**src/rtl/vga_timing_gen.sv**
```systemverilog
// Raster timing source: h/v counters, sync, blanking, frame strobe.
// Optional colour bars when VGA_TEST_PATTERN_EN is defined.
module vga_timing_gen #(
    parameter int   H_ACTIVE = 1024,
    parameter int   H_FP     = 24,
    parameter int   H_SYNC   = 136,
    parameter int   H_BP     = 160,
    parameter int   V_ACTIVE = 768,
    parameter int   V_FP     = 3,
    parameter int   V_SYNC   = 6,
    parameter int   V_BP     = 29,
    parameter logic SYNC_ACT = 1'b0
) (
    input  logic        pclk,
    input  logic        reset_n,
    output logic [10:0] hcount_out,
    output logic        hsync_out,
    output logic        hblnk_out,
    output logic [10:0] vcount_out,
    output logic        vsync_out,
    output logic        vblnk_out,
    output logic        frame_tick,
    output logic [15:0] frame_cnt,
    output logic [11:0] rgb_out
);

    localparam logic [10:0] H_ACT  = 11'(H_ACTIVE);
    localparam logic [10:0] HS_BEG = 11'(H_ACTIVE + H_FP);
    localparam logic [10:0] HS_END = 11'(H_ACTIVE + H_FP + H_SYNC - 1);
    localparam logic [10:0] H_LAST = 11'(H_ACTIVE + H_FP + H_SYNC + H_BP - 1);
    localparam logic [10:0] V_ACT  = 11'(V_ACTIVE);
    localparam logic [10:0] VS_BEG = 11'(V_ACTIVE + V_FP);
    localparam logic [10:0] VS_END = 11'(V_ACTIVE + V_FP + V_SYNC - 1);
    localparam logic [10:0] V_LAST = 11'(V_ACTIVE + V_FP + V_SYNC + V_BP - 1);

    logic [10:0] h_q, h_d;
    logic [10:0] v_q, v_d;
    logic        hsync_q, hsync_d;
    logic        hblnk_q, hblnk_d;
    logic        vsync_q, vsync_d;
    logic        vblnk_q, vblnk_d;
    logic        tick_q, tick_d;
    logic [15:0] fcnt_q, fcnt_d;

    // Next raster position and the flags that describe it.
    always_comb begin
        h_d = h_q + 11'd1;
        v_d = v_q;
        if (h_q == H_LAST) begin
            h_d = 11'd0;
            v_d = (v_q == V_LAST) ? 11'd0 : v_q + 11'd1;
        end
        hblnk_d = (h_d >= H_ACT);
        hsync_d = (h_d >= HS_BEG && h_d <= HS_END) ? SYNC_ACT : ~SYNC_ACT;
        vblnk_d = (v_d >= V_ACT);
        vsync_d = (v_d >= VS_BEG && v_d <= VS_END) ? SYNC_ACT : ~SYNC_ACT;
        tick_d  = (h_d == 11'd0) && (v_d == V_ACT);
        fcnt_d  = fcnt_q + {15'd0, tick_d};
    end

    // Counters and flags all update on the same edge.
    always_ff @(posedge pclk or negedge reset_n) begin
        if (!reset_n) begin
            h_q     <= 11'd0;
            v_q     <= 11'd0;
            hsync_q <= ~SYNC_ACT;
            hblnk_q <= 1'b0;
            vsync_q <= ~SYNC_ACT;
            vblnk_q <= 1'b0;
            tick_q  <= 1'b0;
            fcnt_q  <= 16'd0;
        end else begin
            h_q     <= h_d;
            v_q     <= v_d;
            hsync_q <= hsync_d;
            hblnk_q <= hblnk_d;
            vsync_q <= vsync_d;
            vblnk_q <= vblnk_d;
            tick_q  <= tick_d;
            fcnt_q  <= fcnt_d;
        end
    end

    assign hcount_out = h_q;
    assign vcount_out = v_q;
    assign hsync_out  = hsync_q;
    assign hblnk_out  = hblnk_q;
    assign vsync_out  = vsync_q;
    assign vblnk_out  = vblnk_q;
    assign frame_tick = tick_q;
    assign frame_cnt  = fcnt_q;

`ifdef VGA_TEST_PATTERN_EN
    localparam logic [10:0] BAR_W = 11'(H_ACTIVE / 8);

    logic [10:0] bar_idx;
    logic [11:0] rgb_q, rgb_d;

    // Colour of the bar under the next pixel, black while blanked.
    always_comb begin
        bar_idx = h_d / BAR_W;
        rgb_d   = 12'h000;
        if (!hblnk_d && !vblnk_d) begin
            case (bar_idx)
                11'd0:   rgb_d = 12'hfff;
                11'd1:   rgb_d = 12'hff0;
                11'd2:   rgb_d = 12'h0ff;
                11'd3:   rgb_d = 12'h0f0;
                11'd4:   rgb_d = 12'hf0f;
                11'd5:   rgb_d = 12'hf00;
                11'd6:   rgb_d = 12'h00f;
                default: rgb_d = 12'h000;
            endcase
        end
    end

    // Pattern register, aligned with hcount_out.
    always_ff @(posedge pclk or negedge reset_n) begin
        if (!reset_n) begin
            rgb_q <= 12'h000;
        end else begin
            rgb_q <= rgb_d;
        end
    end

    assign rgb_out = rgb_q;
`else
    assign rgb_out = 12'h000;
`endif

endmodule

```
**config.mk**
```make
export PLATFORM = sky130hd
export DESIGN_NAME = vga_timing_gen
export DESIGN_NICKNAME = d
export VERILOG_FILES = /design/src/rtl/vga_timing_gen.sv
export SDC_FILE = /design/constraint.sdc
export NUM_CORES = 1
export LEC_CHECK = 0
export ABC_AREA = 1
export BUFFER_PORTS_ARGS = -buffer_cell sky130_fd_sc_hd__buf_2
export CAP_MARGIN = 20
export CORE_UTILIZATION = 45
export CTS_CLUSTER_DIAMETER = 200
export DETAILED_ROUTE_END_ITERATION = 7
export PLACE_DENSITY = 0.71
export SYNTH_ARGS = -nofsm -noshare
export SYNTH_HDL_FRONTEND = slang
export SYNTH_SLANG_ARGS = --single-unit
```
**constraint.sdc**
```tcl
create_clock -name pclk -period 8.15 [get_ports pclk]
set_input_delay 0.815 -clock pclk [delete_from_list [all_inputs] [get_ports pclk]]
set_output_delay 0.815 -clock pclk [all_outputs]
set_load 0.01 [all_outputs]
```
==> results of run 1 <==
==> power groups by stage <==
| stage | Clock, mW | Sequential (mW) | Combinational [mW] |
|---|---|---|---|
| after floorplan | 0 | 0.217 | 0.00667 |
| after global placement | 0 | 0.217 | 0.00679 |
| after detailed placement | 0 | 0.217 | 0.00690 |
| after CTS | 0.167 | 0.213 | 0.00689 |
| after global routing | 0.180 | 0.213 | 0.00796 |
| final | 0.163 | 0.213 | 0.00657 |
==> state kept, by name, indices dropped and copies added, names as in the netlist <==
signal and flops:
vcount_out 11, hsync_out 1, hblnk_out 1, vsync_out 1, vblnk_out 1, frame_tick 1
frame_cnt 16, hcount_out 11
==> cell type report <==
type / count / area share (%)
Clock buffer: 7 / 2.65
Sequential cell: 43 / 37.4
Multi-Input combinational cell: 222 / 41.0
Timing Repair Buffer: 44 / 7.64
Clock inverter: 1 / 1.04
Inverter: 56 / 7.29
Tap cell: 70 / 3.04
==> critical path, stage by stage (launching register included) <==
cell and delay [ns]:
dfrtp_1 0.45, ha_1 0.26, nand2_2 0.09, nor2_4 0.12, nand2_4 0.08, nor2_4 0.35, nand2_1 0.11, xor2_1 0.23
nor3_2 0.15, nand2_1 0.07, nor2_1 0.16, ha_1 0.20, ha_1 0.18, nand3_1 0.13, nor2_1 0.17, nand3_1 0.13
nand3b_1 0.21, nor2_1 0.17, nand3_1 0.11, xor2_1 0.15
==> through the flow <==
stage	utilization (%)	hold slack (ns)	power (mW)	area [sq um]	instances
global placement	52.7	0.457	0.224	2780	435
CTS	54.7	0.476	0.387	2880	443
floorplan	-	0.504	0.224	2570	334
finish	54.7	0.474	0.382	2880	443
global route	54.7	0.505	0.401	2880	443
detailed placement	52.7	0.464	0.224	2780	435
==> metal layers <==
metal	up-vias	wire length, um
met3	10	378
met5	-	0
met1	963	2380
met4	0	81
li1	1063	-
met2	66	2250
==> worst max-delay path by stage <==
stage,start,end
after floorplan,hcount_out[0],frame_cnt[14]
after global placement,hcount_out[0],frame_cnt[14]
after detailed placement,hcount_out[0],frame_cnt[14]
after CTS,hcount_out[0],frame_cnt[14]
after global routing,hcount_out[0],frame_cnt[14]
final,hcount_out[0],frame_cnt[14]
==> logic make-up (layout without fill, tap and decap cells) <==
family	Yosys count	after routing	synth area share, %
other	1	12	0.148
adders and majority gates	7	7	3.46
and+or+nand+nor	180	180	34.5
buffers and inverters	69	108	12.4
AOI/OAI and AO/OA	7	7	1.38
xor gates and xnor gates	16	16	5.53
DFF	43	43	42.6
==> cell usage in the layout (no fill, tap or decap), types with 3 or more instances in the layout <==
cell type / count
xor2_1: 13
nor3_1: 3
nor3_2: 3
nand4_1: 7
clkbuf_8: 5
conb_1: 12
xnor2_1: 3
nor2_1: 32
nor2_4: 5
nand2_1: 79
nand3_1: 27
dfrtp_1: 41
nand3_2: 3
buf_2: 44
nand3b_1: 4
inv_1: 55
o21ai_0: 3
a21oi_1: 3
ha_1: 7
nor2_2: 6
nand2_2: 6
==> results.tsv, run 1 <==
metric	value	unit
status	finished, final reports clean	
Critical Path End Type	flip-flop	
critical path type	reg -> reg	
Async S/R FF share, synth	100	%
standard-cell rows	26	
RSZ-0062 raised after global routing	false	
fill cell count	496	
Tmin final	3.62	ns
library cells used by synthesis	27	
vias in the first global route	2035	
Cells after Synth	323	
Post CTS Setup Buffer Count	0	
combinational share of power	1.7	%
Seq/Total Area, Yosys	42.6	%
Synth Area per Inst	7.84	sq um
area share of the largest cell type after synthesis	40.5	%
gr busiest metal	met2	
clock transition at the registers of the reported paths	0.08	ns
max_slew headroom	37.6	%
GR Layer Usage met2	31.1	%
initial antenna violation count	0	
period utilization	44.4	%
Reg area	1080	sq um
count of nets after finishing	381	
clk_skew	0.00598	ns
r2r startpoint	hcount_out[0]	
max_cap viols	0	
die area	5930	sq um
startpoint types	flip-flop	
Post-synth EDFFs	0	
root buffer cell	clkbuf_8	
share of layout cells above drive strength 1	21.4	%
Max FO, Critical Path	13	
GRT Total Usage	19.5	%
dpl hpwl	3910	um
final setup TNS	0	ns
leakage	1.66	nW
Hold EP	frame_cnt[15]	
Die Wd	77.0	um
routing usage on met3	5.83	%
Initial DRT Pass Iterations	4	
Max Slew Vio Count	0	
Iteration-0 DRC Markers	143	
WL final	5090	um
worst reg2reg path depth	19	
Power per Cell Area	133	nW/um^2
worst slew pin tran	0.936	ns
number of port buffers	44	
maximum clock frequency	0.276	GHz
vias per cell	4.74	
Hold Path Origin	frame_cnt[15]	
critical path arrival	3.81	ns
CP required	8.34	ns
Syn-to-layout area delta	13.8	%
net switching power	0.0773	mW
register bit total from synthesis	43	
Remaining DRCs	0	
Clk network pwr share	42.5	%
Max Root-Sink Buffers	2	
Synth area leader	dfrtp_1	
largest cells by area after synthesis	dfrtp_1 (40%), nand2_1 (12%), inv_1 (8.1%)	
Floorplan Core Area	5270	sq um
Num CTS Buffers	5	
routed via count	2102	
Internal Power	0.305	mW
n_diodes	0	
first-pass GRT wire length	9160	um
Final ANT Viol Nets	0	
Hold Fails Final Rpt	0	
Sink Count	43	
maximum number of pins on one net before global-route repair	44	
Starting Density	48.1	%
switch share	20.2	%
Final WS setup	4.53	ns
# setup viols final	0	
die height	77.0	um
Hold Path Class	reg -> reg	
I/O pin total	57	
flop2flop setup slack	4.53	ns
GRT met1 Usage	25.2	%
H-tree Lvls	2	
worst reg2reg path endpoint	frame_cnt[14]	
Max IR drop VDD	0.0993	mV
most frequent cell after synthesis	nand2_1	
detail-routed net length per standard cell	11.5	um
gr ovfl total	0	
Synth warnings	0	
Mapped Area	2530	sq um
CTS tree	done	
Final Wtd Congestion	0.912	
Flop pwr share	55.8	%
ys flop type	dfrtp_1	
Hold Crit Depth	1	
post-CTS sizing	0	
later-pin clock latency in the skew report	0.29	ns
dpl ws	4.49	ns
Multi-input gate area	1180	sq um
Synth top cells by count	nand2_1 (79), inv_1 (55), dfrtp_1 (41)	
Hold Buf Count CTS	0	
Power figures use the tool's default switching activity.
==> inputs of run 2 (changes only) <==
==> constraint.sdc (replaced) <==
create_clock -name pclk -period 3.74 [get_ports pclk]
set_input_delay 0.374 -clock pclk [delete_from_list [all_inputs] [get_ports pclk]]
set_output_delay 0.374 -clock pclk [all_outputs]
set_load 0.01 [all_outputs]
==> run 2 against run 1 <==
Net effect: die area unchanged; utilization increased by 0.93 points; maximum frequency increased by 7.2%; register-to-register slack worse by 4.2 ns; critical path depth up 2; wire length up 4.2%; final cell count is 0.68% higher; global-route usage decreased by 0.49 points; sequential power up 120%; worst setup slack got worse by 4.2 ns; critical endpoint unchanged.
==> results.tsv, run 2 (synthesis results as in run 1) <==
metric	value	unit
die height	77.0	um
Starting Density	48.1	%
Max Root-Sink Buffers	2	
CTS tree	done	
count of nets after finishing	384	
CP required	3.94	ns
H-tree Lvls	2	
dpl ws	0.118	ns
first-pass GRT wire length	8890	um
family with the most delay on the worst path	simple AND/OR/NAND/NOR gates	
Sink Count	43	
worst reg2reg path endpoint	frame_cnt[14]	
Worst Setup EP	frame_cnt[14]	
Hold Buf Count CTS	0	
critical path type	reg -> reg	
switch share	22.8	%
status	finished, final reports clean	
worst reg2reg path depth	21	
net switching power	0.181	mW
Max stage delay on crit path	0.43	ns
WP buf/inv	1	
Tmin final	3.38	ns
Power per Cell Area	272	nW/um^2
Hold Path Class	in -> async	
Max IR drop VDD	0.214	mV
Max FO, Critical Path	7	
Max Slew Vio Count	0	
Final ANT Viol Nets	0	
CP max-delay cell	dfrtp_2	
Reg area	1080	sq um
routed via count	2120	
maximum number of pins on one net before global-route repair	44	
Iteration-0 DRC Markers	99	
maximum clock frequency	0.296	GHz
GRT Total Usage	19.0	%
final setup TNS	0	ns
Final WS setup	0.363	ns
Floorplan Core Area	5270	sq um
max FFs per register	16	
# setup viols final	0	
share of layout cells above drive strength 1	23.9	%
Flop pwr share	58.3	%
vias per cell	4.75	
most common cell after layout, fill and taps aside	nand2_1	
gr ovfl total	0	
n_diodes	0	
max_cap viols	0	
sequence of cells on the critical path	ha_2 > nand2_2 > nor2_4 > nand2_4 > nor2_4 > buf_4 > nand2_4 > nand2_2 > nand3_1 > nor2_1 > nand3_1 > nor2_1 > ha_1 > ha_1 > nand3_1 > nor2_2 > nand3_1 > nand3b_1 > nor2_1 > nand3_1 > xor2_1	
clock transition at the registers of the reported paths	0.09	ns
Clk network pwr share	39.9	%
Die Wd	77.0	um
Hold Fails Final Rpt	0	
I/O pin total	57	
die area	5930	sq um
detail-routed net length per standard cell	11.9	um
vias in the first global route	1938	
cell seen most often among critical-path stages	nand3_1	
period utilization	90.3	%
later-pin clock latency in the skew report	0.30	ns
WL final	5310	um
startpoint types	flip-flop	
critical path arrival	3.57	ns
WP depth	21	
Remaining DRCs	0	
standard-cell rows	26	
Critical Path End Type	flip-flop	
Internal Power	0.616	mW
max_slew headroom	36.8	%
worst slew pin tran	0.948	ns
RSZ-0062 raised after global routing	false	
dpl hpwl	3930	um
Initial DRT Pass Iterations	4	
Num CTS Buffers	5	
root buffer cell	clkbuf_8	
clk_skew	0.00760	ns
Final Wtd Congestion	0.911	
fill cell count	520	
r2r startpoint	hcount_out[0]	
number of port buffers	44	
Multi-input gate area	1210	sq um
most frequent cells in the layout	nand2_1 (79), inv_1 (55), buf_2 (44)	
Syn-to-layout area delta	15.8	%
final instance area	2930	sq um
flop2flop setup slack	0.36	ns
Crit. Startpoint	hcount_out[0]	
combinational share of power	1.8	%
Placed Area	2780	sq um
leakage	1.66	nW
initial antenna violation count	0	
[run 2: changes by cell type in the layout (fill, tap and decap cells not counted), sizes merged]
cell,delta
clkbuf,-1
nor2,+1
bufinv,-1
clkinv,+1
clkinvlp,+1
buf,+2
[run 2: per-stage QoR]
stage               total power [mW]  hold WS [ns]  cells  utilization (%)
floorplan                      0.488        0.0784    334                -
global placement               0.489         0.458    435             52.7
detailed placement             0.489         0.464    435             52.7
CTS                            0.807         0.245    443             54.6
global route                   0.827         0.299    446             55.7
finish                         0.797         0.219    446             55.7
[run 2: timing repair]
| action | CTS | global route |
|---|---|---|
| buffers inserted | 0 | 2 |
| setup endpoints to repair | 0 | 3 |
| resized for setup | 0 | 7 |
[run 2: how the worst min path moves through the flow]
stage / start / to / depth (start not counted)
floorplan: reset_n / frame_cnt[0] / 0
global placement: frame_cnt[15] / frame_cnt[15] / 1
detailed placement: frame_cnt[15] / frame_cnt[15] / 1
CTS: reset_n / frame_cnt[0] / 1
global route: reset_n / hcount_out[7] / 1
finish: reset_n / hcount_out[1] / 1
[run 2: layer usage]
layer | vias up | routed length, um | global-route usage (%)
met2 | 83 | 2390 | 28.6
met5 | - | 0 | 0
met1 | 953 | 2430 | 26.3
met4 | 0 | 112 | 7.36
li1 | 1072 | - | -
met3 | 12 | 382 | 4.52
[run 2: power by group through the flow]
| stage | combinational [mW] | sequential [mW] | clock, mW |
|---|---|---|---|
| 2_1_floorplan | 0.0145 | 0.474 | 0 |
| 3_3_place_gp | 0.0148 | 0.474 | 0 |
| 3_5_place_dp | 0.0150 | 0.474 | 0 |
| 4_1_cts | 0.0150 | 0.465 | 0.328 |
| 5_1_grt | 0.0174 | 0.465 | 0.345 |
| 6_report | 0.0144 | 0.465 | 0.318 |
[run 2: cell type report]
| type | instances | share of cell area [%] |
|---|---|---|
| Clock buffer | 6 | 2.82 |
| Clock inverter | 2 | 0.555 |
| Inverter | 56 | 7.17 |
| Multi-Input combinational cell | 223 | 41.2 |
| Sequential cell | 43 | 36.9 |
| Tap cell | 70 | 2.99 |
| Timing Repair Buffer | 46 | 8.45 |
